`config.mk`:
```
export PLATFORM = sky130hd
export DESIGN_NAME = heat_timer
export DESIGN_NICKNAME = d
export VERILOG_FILES = /design/src/rtl/heat_timer.sv
export SDC_FILE = /design/constraint.sdc
export NUM_CORES = 1
export LEC_CHECK = 0
export ABC_CLOCK_PERIOD_IN_PS = 17200
export CAP_MARGIN = 20
export CORE_MARGIN = 2
export CORE_UTILIZATION = 50
export DETAILED_ROUTE_END_ITERATION = 12
export PLACE_DENSITY = 0.7
export SKIP_CTS_REPAIR_TIMING = 1
export SLEW_MARGIN = 20
export SYNTH_ARGS = -nofsm -noshare
export SYNTH_HDL_FRONTEND = slang
export SYNTH_SLANG_ARGS = --single-unit
```
`constraint.sdc`:
```
create_clock -name clk -period 17.2 [get_ports clk]
set_input_delay 2.58 -clock clk [delete_from_list [all_inputs] [get_ports clk]]
set_output_delay 2.58 -clock clk [all_outputs]
set_load 0.1 [all_outputs]
```
`src/rtl/heat_timer.sv`:
```
// heat_timer: M:SS toaster countdown (start/pause/resume/abort) driving NCH duty-cycle PWM heaters.
// Optional soft-start ramp of heater duty over the first 10 s is enabled by HEAT_TIMER_SOFTSTART_EN.
module heat_timer #(
   parameter int NCH       = 2,
   parameter int TIME_W    = 10,
   parameter int TICK_DIV  = 50_000_000,
   parameter int PWM_PRESC = 500
) (
   input  logic              clk,
   input  logic              reset_n,
   input  logic              load,
   input  logic [TIME_W-1:0] time_in,
   input  logic [8*NCH-1:0]  duty_in,
   input  logic              start,
   input  logic              pause,
   input  logic              stop,
   output logic              write_ack,
   output logic [NCH-1:0]    pwm,
   output logic [11:0]       tLED,
   output logic              busy,
   output logic              done
);
   localparam int TICK_W  = (TICK_DIV > 1) ? $clog2(TICK_DIV) : 1;
   localparam int PRESC_W = (PWM_PRESC > 1) ? $clog2(PWM_PRESC) : 1;
   localparam logic [TICK_W-1:0]  TICK_LAST  = TICK_W'(TICK_DIV - 1);
   localparam logic [PRESC_W-1:0] PRESC_LAST = PRESC_W'(PWM_PRESC - 1);
   localparam logic [9:0]         SECS_MAX   = 10'd599;

   typedef enum logic [1:0] {
      IDLE  = 2'd0,
      RUN   = 2'd1,
      PAUSE = 2'd2,
      DONE  = 2'd3
   } state_t;

   state_t                 state_q, state_d;
   logic [9:0]             secs_q, secs_d;
   logic [TICK_W-1:0]      tick_q, tick_d;
   logic [PRESC_W-1:0]     presc_q, presc_d;
   logic [6:0]             step_q, step_d;
   logic [NCH-1:0][6:0]    duty_q, duty_d;
   logic                   write_ack_q, write_ack_d;
   logic                   done_q, done_d;
   logic                   busy_q, busy_d;
   logic [NCH-1:0]         pwm_q, pwm_d;
   logic                   advance_s;
   logic [3:0]             mins_s, tens_s, ones_s;
   logic [9:0]             rem_s;
`ifdef HEAT_TIMER_SOFTSTART_EN
   logic [3:0]             elapsed_q, elapsed_d;
   logic [6:0]             ramp_s;
`endif

   function automatic logic [6:0] clamp_duty(input logic [7:0] d);
      if (d > 8'd100) begin
         return 7'd100;
      end else begin
         return d[6:0];
      end
   endfunction

   // Command decode (stop > load > start > pause) and run-time counter advance.
   always_comb begin
      state_d     = state_q;
      secs_d      = secs_q;
      tick_d      = tick_q;
      presc_d     = presc_q;
      step_d      = step_q;
      duty_d      = duty_q;
      write_ack_d = 1'b0;
      done_d      = 1'b0;
      advance_s   = 1'b0;
`ifdef HEAT_TIMER_SOFTSTART_EN
      elapsed_d   = elapsed_q;
`endif
      if (stop) begin
         state_d = IDLE;
         secs_d  = 10'd0;
         tick_d  = '0;
         presc_d = '0;
         step_d  = 7'd0;
`ifdef HEAT_TIMER_SOFTSTART_EN
         elapsed_d = 4'd0;
`endif
      end else if (load && (state_q == IDLE || state_q == DONE)) begin
         state_d     = IDLE;
         write_ack_d = 1'b1;
         tick_d      = '0;
         presc_d     = '0;
         step_d      = 7'd0;
`ifdef HEAT_TIMER_SOFTSTART_EN
         elapsed_d   = 4'd0;
`endif
         if (32'(time_in) > 32'd599) begin
            secs_d = SECS_MAX;
         end else begin
            secs_d = 10'(time_in);
         end
      end else begin
         case (state_q)
            IDLE: begin
               if (start && secs_q != 10'd0) begin
                  state_d = RUN;
                  tick_d  = '0;
                  presc_d = '0;
                  step_d  = 7'd0;
`ifdef HEAT_TIMER_SOFTSTART_EN
                  elapsed_d = 4'd0;
`endif
                  for (int i = 0; i < NCH; i++) begin
                     duty_d[i] = clamp_duty(duty_in[8*i +: 8]);
                  end
               end else begin
                  state_d = IDLE;
               end
            end
            RUN: begin
               // A simultaneous start masks pause so the countdown keeps running.
               if (pause && !start && !load) begin
                  state_d = PAUSE;
               end else begin
                  advance_s = 1'b1;
               end
            end
            PAUSE: begin
               if (start && !load) begin
                  state_d = RUN;
                  for (int i = 0; i < NCH; i++) begin
                     duty_d[i] = clamp_duty(duty_in[8*i +: 8]);
                  end
               end else begin
                  state_d = PAUSE;
               end
            end
            DONE: begin
               state_d = DONE;
            end
            default: begin
               state_d = IDLE;
            end
         endcase
      end

      if (advance_s) begin
         if (tick_q == TICK_LAST) begin
            tick_d = '0;
            secs_d = secs_q - 10'd1;
`ifdef HEAT_TIMER_SOFTSTART_EN
            if (elapsed_q < 4'd10) begin
               elapsed_d = elapsed_q + 4'd1;
            end else begin
               elapsed_d = elapsed_q;
            end
`endif
            if (secs_q == 10'd1) begin
               state_d = DONE;
               done_d  = 1'b1;
            end else begin
               state_d = RUN;
            end
         end else begin
            tick_d = tick_q + TICK_W'(1);
         end
         if (presc_q == PRESC_LAST) begin
            presc_d = '0;
            if (step_q == 7'd99) begin
               step_d = 7'd0;
            end else begin
               step_d = step_q + 7'd1;
            end
         end else begin
            presc_d = presc_q + PRESC_W'(1);
         end
      end else begin
         tick_d = tick_d;
      end
   end

   // Heater drive and busy flag, computed from the next-cycle state so they register alongside it.
   always_comb begin
      busy_d = (state_d == RUN) || (state_d == PAUSE);
      pwm_d  = '0;
`ifdef HEAT_TIMER_SOFTSTART_EN
      ramp_s = 7'(elapsed_d) * 7'd10;
`endif
      for (int i = 0; i < NCH; i++) begin
`ifdef HEAT_TIMER_SOFTSTART_EN
         if (duty_d[i] < ramp_s) begin
            pwm_d[i] = (state_d == RUN) && (step_d < duty_d[i]);
         end else begin
            pwm_d[i] = (state_d == RUN) && (step_d < ramp_s);
         end
`else
         pwm_d[i] = (state_d == RUN) && (step_d < duty_d[i]);
`endif
      end
   end

   // BCD display split of the seconds register.
   always_comb begin
      mins_s = 4'(secs_q / 10'd60);
      rem_s  = secs_q - (10'(mins_s) * 10'd60);
      tens_s = 4'(rem_s / 10'd10);
      ones_s = 4'(rem_s - (10'(tens_s) * 10'd10));
      tLED   = {mins_s, tens_s, ones_s};
   end

   // State and output registers with synchronous active-low reset.
   always_ff @(posedge clk) begin
      if (!reset_n) begin
         state_q     <= IDLE;
         secs_q      <= 10'd0;
         tick_q      <= '0;
         presc_q     <= '0;
         step_q      <= 7'd0;
         duty_q      <= '0;
         write_ack_q <= 1'b0;
         done_q      <= 1'b0;
         busy_q      <= 1'b0;
         pwm_q       <= '0;
`ifdef HEAT_TIMER_SOFTSTART_EN
         elapsed_q   <= 4'd0;
`endif
      end else begin
         state_q     <= state_d;
         secs_q      <= secs_d;
         tick_q      <= tick_d;
         presc_q     <= presc_d;
         step_q      <= step_d;
         duty_q      <= duty_d;
         write_ack_q <= write_ack_d;
         done_q      <= done_d;
         busy_q      <= busy_d;
         pwm_q       <= pwm_d;
`ifdef HEAT_TIMER_SOFTSTART_EN
         elapsed_q   <= elapsed_d;
`endif
      end
   end

   assign write_ack = write_ack_q;
   assign done      = done_q;
   assign busy      = busy_q;
   assign pwm       = pwm_q;
endmodule

```
==> results of run 1 <==
## flip-flops by register name, summed over array words and instances, names as in the netlist
register   flops
state_q        2
secs_q        10
duty_q        14
tick_q        26
step_q         7
write_ack      1
busy           1
done           1
pwm            2
presc_q        9
## power groups by stage
stage	sequential, mW	clock (mW)	combinational (mW)
after detailed placement	0.178	0	0.476
after global routing	0.175	0.196	0.503
after floorplan	0.178	0	0.380
after global placement	0.178	0	0.469
final	0.175	0.185	0.477
after CTS	0.175	0.189	0.477
## metal layers
layer	GRT usage, %	share of wire [%]	vias to the layer above
met5	0	0	-
met4	8.86	2.7	0
met3	2.48	3.9	30
met2	40.1	48	139
met1	29.1	45	2562
li1	-	-	2758
## how the worst max path moves through the flow
| stage | to | startpoint | slack, ns |
|---|---|---|---|
| 5_1_grt | tLED[3] | secs_q[8]$_SDFF_PN0_ | 2.65 |
| 6_report | tLED[3] | secs_q[5]$_SDFF_PN0_ | 3.43 |
| 2_1_floorplan | tLED[3] | secs_q[9]$_SDFF_PN0_ | 1.69 |
| 3_5_place_dp | tLED[3] | secs_q[5]$_SDFF_PN0_ | 3.40 |
| 3_3_place_gp | tLED[3] | secs_q[5]$_SDFF_PN0_ | 3.81 |
| 4_1_cts | tLED[3] | secs_q[5]$_SDFF_PN0_ | 3.05 |
## cell type report
cell class / count / area (µm²) / share of cell area (%)
Timing Repair Buffer: 55 / 531 / 7.82
Tap cell: 143 / 179 / 2.64
Multi-Input combinational cell: 615 / 4200 / 61.9
Sequential cell: 73 / 1460 / 21.6
Clock buffer: 12 / 256 / 3.78
Inverter: 30 / 113 / 1.66
Clock inverter: 3 / 40.0 / 0.591
## cell usage after synthesis, types with 4 or more instances
cell,n
or3_1,8
xor2_1,28
a211oi_1,7
nand3_1,32
mux2_2,5
nor3_1,17
o21a_1,8
and3_1,12
nand2_1,61
inv_1,30
nand2b_1,9
a21oi_1,43
a21boi_0,4
o211ai_1,4
fa_1,7
nor2b_1,27
nand4_1,12
nor3b_1,9
and2_1,10
nor2_1,93
a31oi_1,5
dfxtp_1,73
xnor2_1,17
or4b_2,5
ha_1,44
o221ai_1,4
mux2i_1,10
nor4_1,14
a21o_1,5
o21ai_0,34
o31ai_1,6
clkbuf_1,21
a22oi_1,8
maj3_1,4
## worst max-delay path, delay by kind of cell, from the launching register on
family	cells	cell delay [ns]
adders and majority gates	9	3.25
AOI/OAI and AO/OA	10	2.74
and+or+nand+nor	10	2.07
muxes	1	0.25
DFF	1	0.45
xor gates and xnor gates	4	0.71
buffers and inverters	4	1.36
## metrics by stage
step,utilization (%),setup WS (ns)
global placement,56.5,3.81
detailed placement,56.5,3.40
floorplan,-,1.69
finish,59.1,3.43
global route,59.1,2.65
CTS,59.1,3.05
## kinds of logic after synthesis
group	after synthesis	synth area share, %
simple gates	328	28.6
fa+ha+maj	55	12.4
xor+xnor	50	8.08
buf+inv	57	3.83
flops	73	24.8
mux	16	3.04
compound gates	166	19.2
==> results_dict.tcl, run 1 <==
set metrics [dict create \
    place.gp.congestion 0.917 \
    antenna_found_initial 0 \
    first_pass_iters 5 \
    dp_hpwl_um 10800 \
    hold_viol_final 0 \
    rr_startpoint "secs_q[5]$_SDFF_PN0_" \
    yosysTopAreaCellShare_pct 24.8 \
    slowest_delay_ns 1.14 \
    hold_path_depth 2 \
    synth_top_cell_by_area "dfxtp_1" \
    fin_hold_ws_ns 0.482 \
    drive_gt1_share_pct 6.85 \
    ff2ff_setup_slack_ns 12.85 \
    grt_pass1_vias 5304 \
    cpMostUsedCell "ha_1" \
    clock-root-buffer "clkbuf_16" \
    vias_per_cell 5.90 \
    critPathKind "reg2out" \
    r2r-end "pwm[1]$_SDFF_PN0_" \
    clock_latency_ns 0.34 \
    syn_inst 745 \
    dieArea_um2 12700 \
    setup-violations-final 0 \
    cap_violations 0 \
    placed_area_um2 6480 \
    synthDistinctLibCells 78 \
    initial_core_util_pct 51.3 \
    outcome "completed" \
    final_common_cell "nor2_1" \
    rsz0062_at_grt "false" \
    total_power_mw 0.837 \
    netlist_area_um2 5890 \
    cp.required_ns 14.62 \
    cpMaxStageDelayCell "clkdlybuf4s50_1" \
    clockPowerShare_pct 22.1 \
    first_iter_violations 454 \
    final_area_um2 6780 \
    end_kind "output pin" \
    finalCritPeriodShare_pct 80.1 \
    clk_path_buf_depth 2 \
    power_frac_comb_pct 57.0 \
    num_antenna_cells 0 \
    grt_util_all_layers_pct 23.0 \
    die_w_um 113 \
    layout_common_cells "nor2_1 (93), dfxtp_1 (73), nand2_1 (61), clkdlybuf4s50_1 (48), ha_1 (44)" \
    cts_buffers 9 \
    period_minus_slack_ns 13.77 \
    cp.arrival_ns 11.19 \
    core-area_um2 11500 \
    hp-start "tick_q[1]$_SDFFE_PN0P_" \
    crit_fanout 15 \
    maxSlewViolCount 0 \
    numPortBuffers 48 \
    area_delta_synth_final_pct 15.2 \
    syn_avg_cell_area_um2 7.90 \
    yosysSeqAreaShare_pct 24.8 \
    row_count 39 \
    fin_setup_tns_ns 0 \
    power.share.sequential_pct 20.9 \
    cellLeakagePower_nw 2.58 \
    fin_nets 867 \
    worst_pin_slew_ns 0.981 \
    grt_first_pass_wirelength_um 24400 \
    dr_total_vias 5489 \
    hold_path_end "tick_q[1]$_SDFFE_PN0P_" \
    grt_max_degree 42 \
    vdd_drop_max_uv 231 \
    antenna_left 0 \
    synth-seq-cells 73 \
    hp-class "reg2reg" \
    routed_wl_um 14000 \
    place_inst 915 \
    final_cells 931 \
    syn-num-nets 828 \
    cts_tree "yes" \
    nFillCells 1031 \
    p_sw_mw 0.410 \
    synth_enable_flop_cells 0 \
    startpoint_type "register" \
    sw_frac_of_total_pct 49.0 \
    die_h_um 113 \
    ys_top_cells_by_area "dfxtp_1 (25%), ha_1 (9.4%), nor2_1 (5.9%), xor2_1 (4.2%), nand2_1 (3.9%)" \
    reg2reg_depth 12 \
    async_flop_share_pct 0 \
    fin_skew_ns 0.00890 \
    synth_warnings 0 \
    relSlewSlack_pct 34.4 \
    clkSlewWorstSetupHoldPaths_ns 0.06 \
    wl_per_cell_um 15.1 \
    power_density_nw_per_um2 123 \
    fmax_ghz 0.0726 \
    drc 0 \
    cts.sinks 73 \
    htreeDepth 3 \
    overflow 0 \
    ioPinCount 49 \
    synthFlopType "dfxtp_1" \
    internal_power_mw 0.427 \
]
Power figures use the tool's default switching activity.
==> inputs of run 2 (changes only) <==
- ABC_CLOCK_PERIOD_IN_PS: 17200 -> 11740
- PLACE_DENSITY: 0.7 -> 0.73
- clock period: 17.2 -> 11.74 ns (I/O delays scaled with it)
==> run 2 against run 1 <==
Non-clock buffer count is 11 higher. Sequential share of layout area is 0.69 points lower. Design area is 3.4% higher. Die area stayed put. Total power is 59% higher. Cell count is 1.3% higher. Largest cell class unchanged. Sequential power is 46% higher. Worst hold slack worse by 0.0011 ns. Worst setup slack worse by 3.0 ns. Routed wire length is 2.6% higher. Register-to-register slack worse by 5.5 ns.
==> results_dict.tcl, run 2 (synthesis results as in run 1) <==
set metrics [dict create \
    startpoint_type "register" \
    place.gp.congestion 0.864 \
    cap_violations 0 \
    clk_path_buf_depth 2 \
    fmax_ghz 0.0886 \
    row_count 39 \
    power.share.sequential_pct 19.2 \
    vias_per_cell 5.94 \
    end_kind "output pin" \
    vdd_drop_max_uv 276 \
    cts_tree "yes" \
    htreeDepth 3 \
    cts_buffers 9 \
    grt_max_degree 42 \
    sw_frac_of_total_pct 48.8 \
    critPathBufInv 4 \
    num_antenna_cells 0 \
    crit_fanout 15 \
    fin_skew_ns 0.00476 \
    dieArea_um2 12700 \
    first_pass_iters 5 \
    final_cells 943 \
    final_common_cell "nor2_1" \
    grt_first_pass_wirelength_um 24700 \
    crit_family "adder cells" \
    dp_hpwl_um 10800 \
    clock_latency_ns 0.34 \
    die_h_um 113 \
    p_sw_mw 0.652 \
    numPortBuffers 48 \
    routed_wl_um 14400 \
    regMostFlops "tick_q" \
    antenna_left 0 \
    antenna_found_initial 0 \
    cp.required_ns 9.98 \
    hp-class "reg2reg" \
    cts.sinks 73 \
    hold_viol_final 0 \
    first_iter_violations 393 \
    clkSlewWorstSetupHoldPaths_ns 0.06 \
    dp_slack_ns 0.371 \
    dr_total_vias 5605 \
    grt_pass1_vias 5475 \
    core-area_um2 11500 \
    slowest_delay_ns 0.53 \
    post-route-util_pct 61.1 \
    worst_pin_slew_ns 1.00 \
    maxSlewViolCount 0 \
    period_minus_slack_ns 11.28 \
    clock-root-buffer "clkbuf_16" \
    grt_util_all_layers_pct 23.1 \
    power_frac_comb_pct 61.6 \
    drive_gt1_share_pct 11.9 \
    layout_common_cells "nor2_1 (91), dfxtp_1 (72), nand2_1 (61), clkdlybuf4s50_1 (44), ha_1 (42)" \
    setup-violations-final 0 \
    fin_nets 878 \
    internal_power_mw 0.683 \
    wl_per_cell_um 15.3 \
    ioPinCount 49 \
    power_density_nw_per_um2 190 \
    clockPowerShare_pct 19.2 \
    cellLeakagePower_nw 2.66 \
    finalCritPeriodShare_pct 96.1 \
    largest_register_ffs 26 \
    initial_core_util_pct 51.3 \
    outcome "completed" \
    top_regs "tick_q (26), duty_q (14), secs_q (10)" \
    place_inst 916 \
    critPathKind "reg2out" \
    overflow 0 \
    relSlewSlack_pct 32.8 \
    drc 0 \
    area_delta_synth_final_pct 19.1 \
    cp.arrival_ns 9.52 \
    fin_ws_ns 0.455 \
    die_w_um 113 \
    cpMaxStageDelayCell "fa_1" \
]
[run 2: path summary, 6_finish.rpt]
check	slack [ns]	from	cells after the start	end
max reg2reg	7.38	state_q[0]$_SDFF_PN0_	13	pwm[1]$_SDFF_PN0_
max	0.46	secs_q[5]$_SDFF_PN0_	38	tLED[3]
min reg2reg	0.48	tick_q[1]$_SDFFE_PN0P_	2	tick_q[1]$_SDFFE_PN0P_
min	0.48	tick_q[1]$_SDFFE_PN0P_	2	tick_q[1]$_SDFFE_PN0P_
[run 2: area by class of cell]
| class | instances | area [µm²] |
|---|---|---|
| fill | 1008 | 4460 |
| clock buffer | 11 | 253 |
| inverter | 30 | 113 |
| clock inverter | 5 | 30.0 |
| sequential | 73 | 1460 |
| multi-input combinational | 615 | 4360 |
| tap | 143 | 179 |
| timing repair buffer | 66 | 618 |
[run 2: power groups by stage]
stage | logic [mW] | registers (mW) | clock network (mW)
floorplan | 0.627 | 0.262 | 0
global placement | 0.778 | 0.261 | 0
detailed placement | 0.791 | 0.261 | 0
CTS | 0.794 | 0.256 | 0.260
global route | 0.867 | 0.257 | 0.271
finish | 0.822 | 0.256 | 0.256
[run 2: metal layers]
layer	global-route usage, %	vias up	wire [µm]
met4	9.76	0	418
met5	0	-	0
li1	-	2782	-
met3	3.78	40	632
met2	39.3	165	7000
met1	29.1	2618	6330
[run 2: per-stage QoR]
| step | cell area, µm² | TNS, ns | hold slack [ns] | total power, mW |
|---|---|---|---|---|
| floorplan | 6030 | -0.0716 | 0.449 | 0.889 |
| global placement | 6620 | 0 | 0.457 | 1.04 |
| detailed placement | 6620 | 0 | 0.477 | 1.05 |
| CTS | 6900 | -0.0158 | 0.484 | 1.31 |
| global route | 7010 | -0.0162 | 0.521 | 1.39 |
| finish | 7010 | 0 | 0.481 | 1.33 |
[run 2: worst register-to-register path: cells and delay by family, from the launching register on]
kind | cells | cell delay [ns]
AOI/OAI and AO/OA | 7 | 2.08
and+or+nand+nor | 3 | 1.11
adders and majority gates | 2 | 0.57
DFF | 1 | 0.38
buffers and inverters | 1 | 0.08
==> inputs of run 3 (changes only) <==
- GPL_ROUTABILITY_DRIVEN: default -> 1
- GPL_TIMING_DRIVEN: default -> 0
- SLEW_MARGIN: 20 -> default
==> run 3 against run 2 <==
Sequential power hardly changed. Sequential share of layout area is 0.064 points higher. First-iteration DRC count is 13% higher. Clock power is 6% higher. Design area is 0.39% lower. Routed wire length is 4.4% higher. Critical path type unchanged.
==> results_dict.tcl, run 3 (synthesis results as in run 1) <==
set metrics [dict create \
    finalCritPeriodShare_pct 97.5 \
    dr_total_vias 5691 \
    antenna_left 0 \
    num_antenna_cells 0 \
    crit_family "adder cells" \
    wl_met1_um 6680 \
    place.gp.congestion 0.942 \
    clk_path_buf_depth 2 \
    startpoint_type "register" \
    r2r-end "pwm[1]$_SDFF_PN0_" \
    first_pass_iters 5 \
    post-route-util_pct 60.9 \
    ioPinCount 49 \
    final_common_cell "nor2_1" \
    cpMaxStageDelayCell "fa_1" \
    placed_area_um2 6680 \
    first_iter_violations 443 \
    numPortBuffers 47 \
    fin_skew_ns 0.00602 \
    largest_register_ffs 26 \
    fin_nets 887 \
    period_minus_slack_ns 11.44 \
    grt_max_degree 13 \
    rsz0062_at_grt "true" \
    initial_core_util_pct 51.3 \
    cts_buffers 9 \
    worst_pin_slew_ns 0.998 \
    fin_hold_ws_ns 0.489 \
    cts.sinks 73 \
    die_w_um 113 \
    cellLeakagePower_nw 2.65 \
    cap_violations 0 \
    rr_startpoint "secs_q[5]$_SDFF_PN0_" \
    core-area_um2 11500 \
    layout_common_cells "nor2_1 (91), dfxtp_1 (73), nand2_1 (61), clkdlybuf4s50_1 (44), ha_1 (42)" \
    power_density_nw_per_um2 184 \
    relSlewSlack_pct 33.3 \
    end_kind "output pin" \
    clock_latency_ns 0.34 \
    row_count 39 \
    wl_met3_um 541 \
    clock-root-buffer "clkbuf_16" \
    final_area_um2 6980 \
    maxSlewViolCount 0 \
    dieArea_um2 12700 \
    overflow 0 \
    htreeDepth 3 \
    hold_viol_final 0 \
    dp_hpwl_um 11400 \
    cp.required_ns 9.98 \
    hp-class "reg2reg" \
    cp.arrival_ns 9.68 \
    reg2reg_depth 12 \
    vias_per_cell 5.98 \
    top_layer "met4" \
    grt_first_pass_wirelength_um 25500 \
    slowest_delay_ns 0.54 \
    die_h_um 113 \
    ff2ff_setup_slack_ns 7.46 \
    crit_end "tLED[3]" \
    cpMostUsedCell "a21oi_1" \
    outcome "completed" \
    area_delta_synth_final_pct 18.6 \
    path_depth 38 \
    top_regs "tick_q (26), duty_q (14), secs_q (10)" \
    clkSlewWorstSetupHoldPaths_ns 0.06 \
    wl_per_cell_um 15.8 \
    critPathLaunch "secs_q[5]$_SDFF_PN0_" \
    vdd_drop_max_uv 276 \
    drc 0 \
    regMostFlops "tick_q" \
    routed_wl_um 15000 \
    setup-violations-final 0 \
    crit_fanout 10 \
    critPathKind "reg2out" \
    total_power_mw 1.29 \
    critPathBufInv 5 \
    antenna_found_initial 0 \
    drive_gt1_share_pct 10.1 \
    met2_length_um 7370 \
    fmax_ghz 0.0874 \
    cts_tree "yes" \
    grt_pass1_vias 5499 \
    grt_util_all_layers_pct 24.3 \
]
run 3: cell types whose count changed in the layout (fill, tap and decap cells not counted), moves of 2 or more:
cell      before  now
clkbuf_2       0    4
clkbuf_4       0    2
buf_4         21    1
clkbuf_1       0   17
buf_2          0    4
run 3: cell type report:
cell class                      instances  area (µm²)
Fill cell                            1046        4480
Multi-Input combinational cell        615        4340
Sequential cell                        73        1460
Timing Repair Buffer                   48         473
Clock buffer                           10         239
Tap cell                              143         179
Buffer                                 27         121
Inverter                               30         113
Clock inverter                          6        57.6
run 3: worst min-delay path: stages (launching register included):
cell and delay (ns):
dfxtp_1 0.33, nand2_1 0.06, a21oi_1 0.05
run 3: worst min-delay path by stage:
stage | startpoint | endpoint | depth (start not counted) | slack [ns]
after floorplan | tick_q[1]$_SDFFE_PN0P_ | tick_q[1]$_SDFFE_PN0P_ | 2 | 0.45
after global placement | tick_q[1]$_SDFFE_PN0P_ | tick_q[1]$_SDFFE_PN0P_ | 2 | 0.46
after detailed placement | tick_q[1]$_SDFFE_PN0P_ | tick_q[1]$_SDFFE_PN0P_ | 2 | 0.48
after CTS | tick_q[1]$_SDFFE_PN0P_ | tick_q[1]$_SDFFE_PN0P_ | 2 | 0.49
after global routing | tick_q[11]$_SDFFE_PN0P_ | tick_q[11]$_SDFFE_PN0P_ | 2 | 0.52
final | tick_q[1]$_SDFFE_PN0P_ | tick_q[1]$_SDFFE_PN0P_ | 2 | 0.49
run 3: report_power, final:
part / internal [mW] / total (mW) / switching (mW)
combinational: 0.228 / 0.761 / 0.533
clock: 0.168 / 0.271 / 0.103
sequential: 0.251 / 0.254 / 0.00312
total: 0.648 / 1.29 / 0.639
run 3: per-stage QoR:
step	std cells	setup slack (ns)	setup TNS (ns)
floorplan	745	-0.0716	-0.0716
global placement	935	0.0732	0
detailed placement	936	-0.148	-0.148
CTS	952	-0.534	-0.824
global route	952	-0.154	-0.154
finish	952	0.296	0
run 3: layer usage:
layer	global-route usage, %	up-vias
met5	0	-
met4	10.4	0
met3	2.75	33
met2	42.0	157
met1	30.5	2706
li1	-	2795
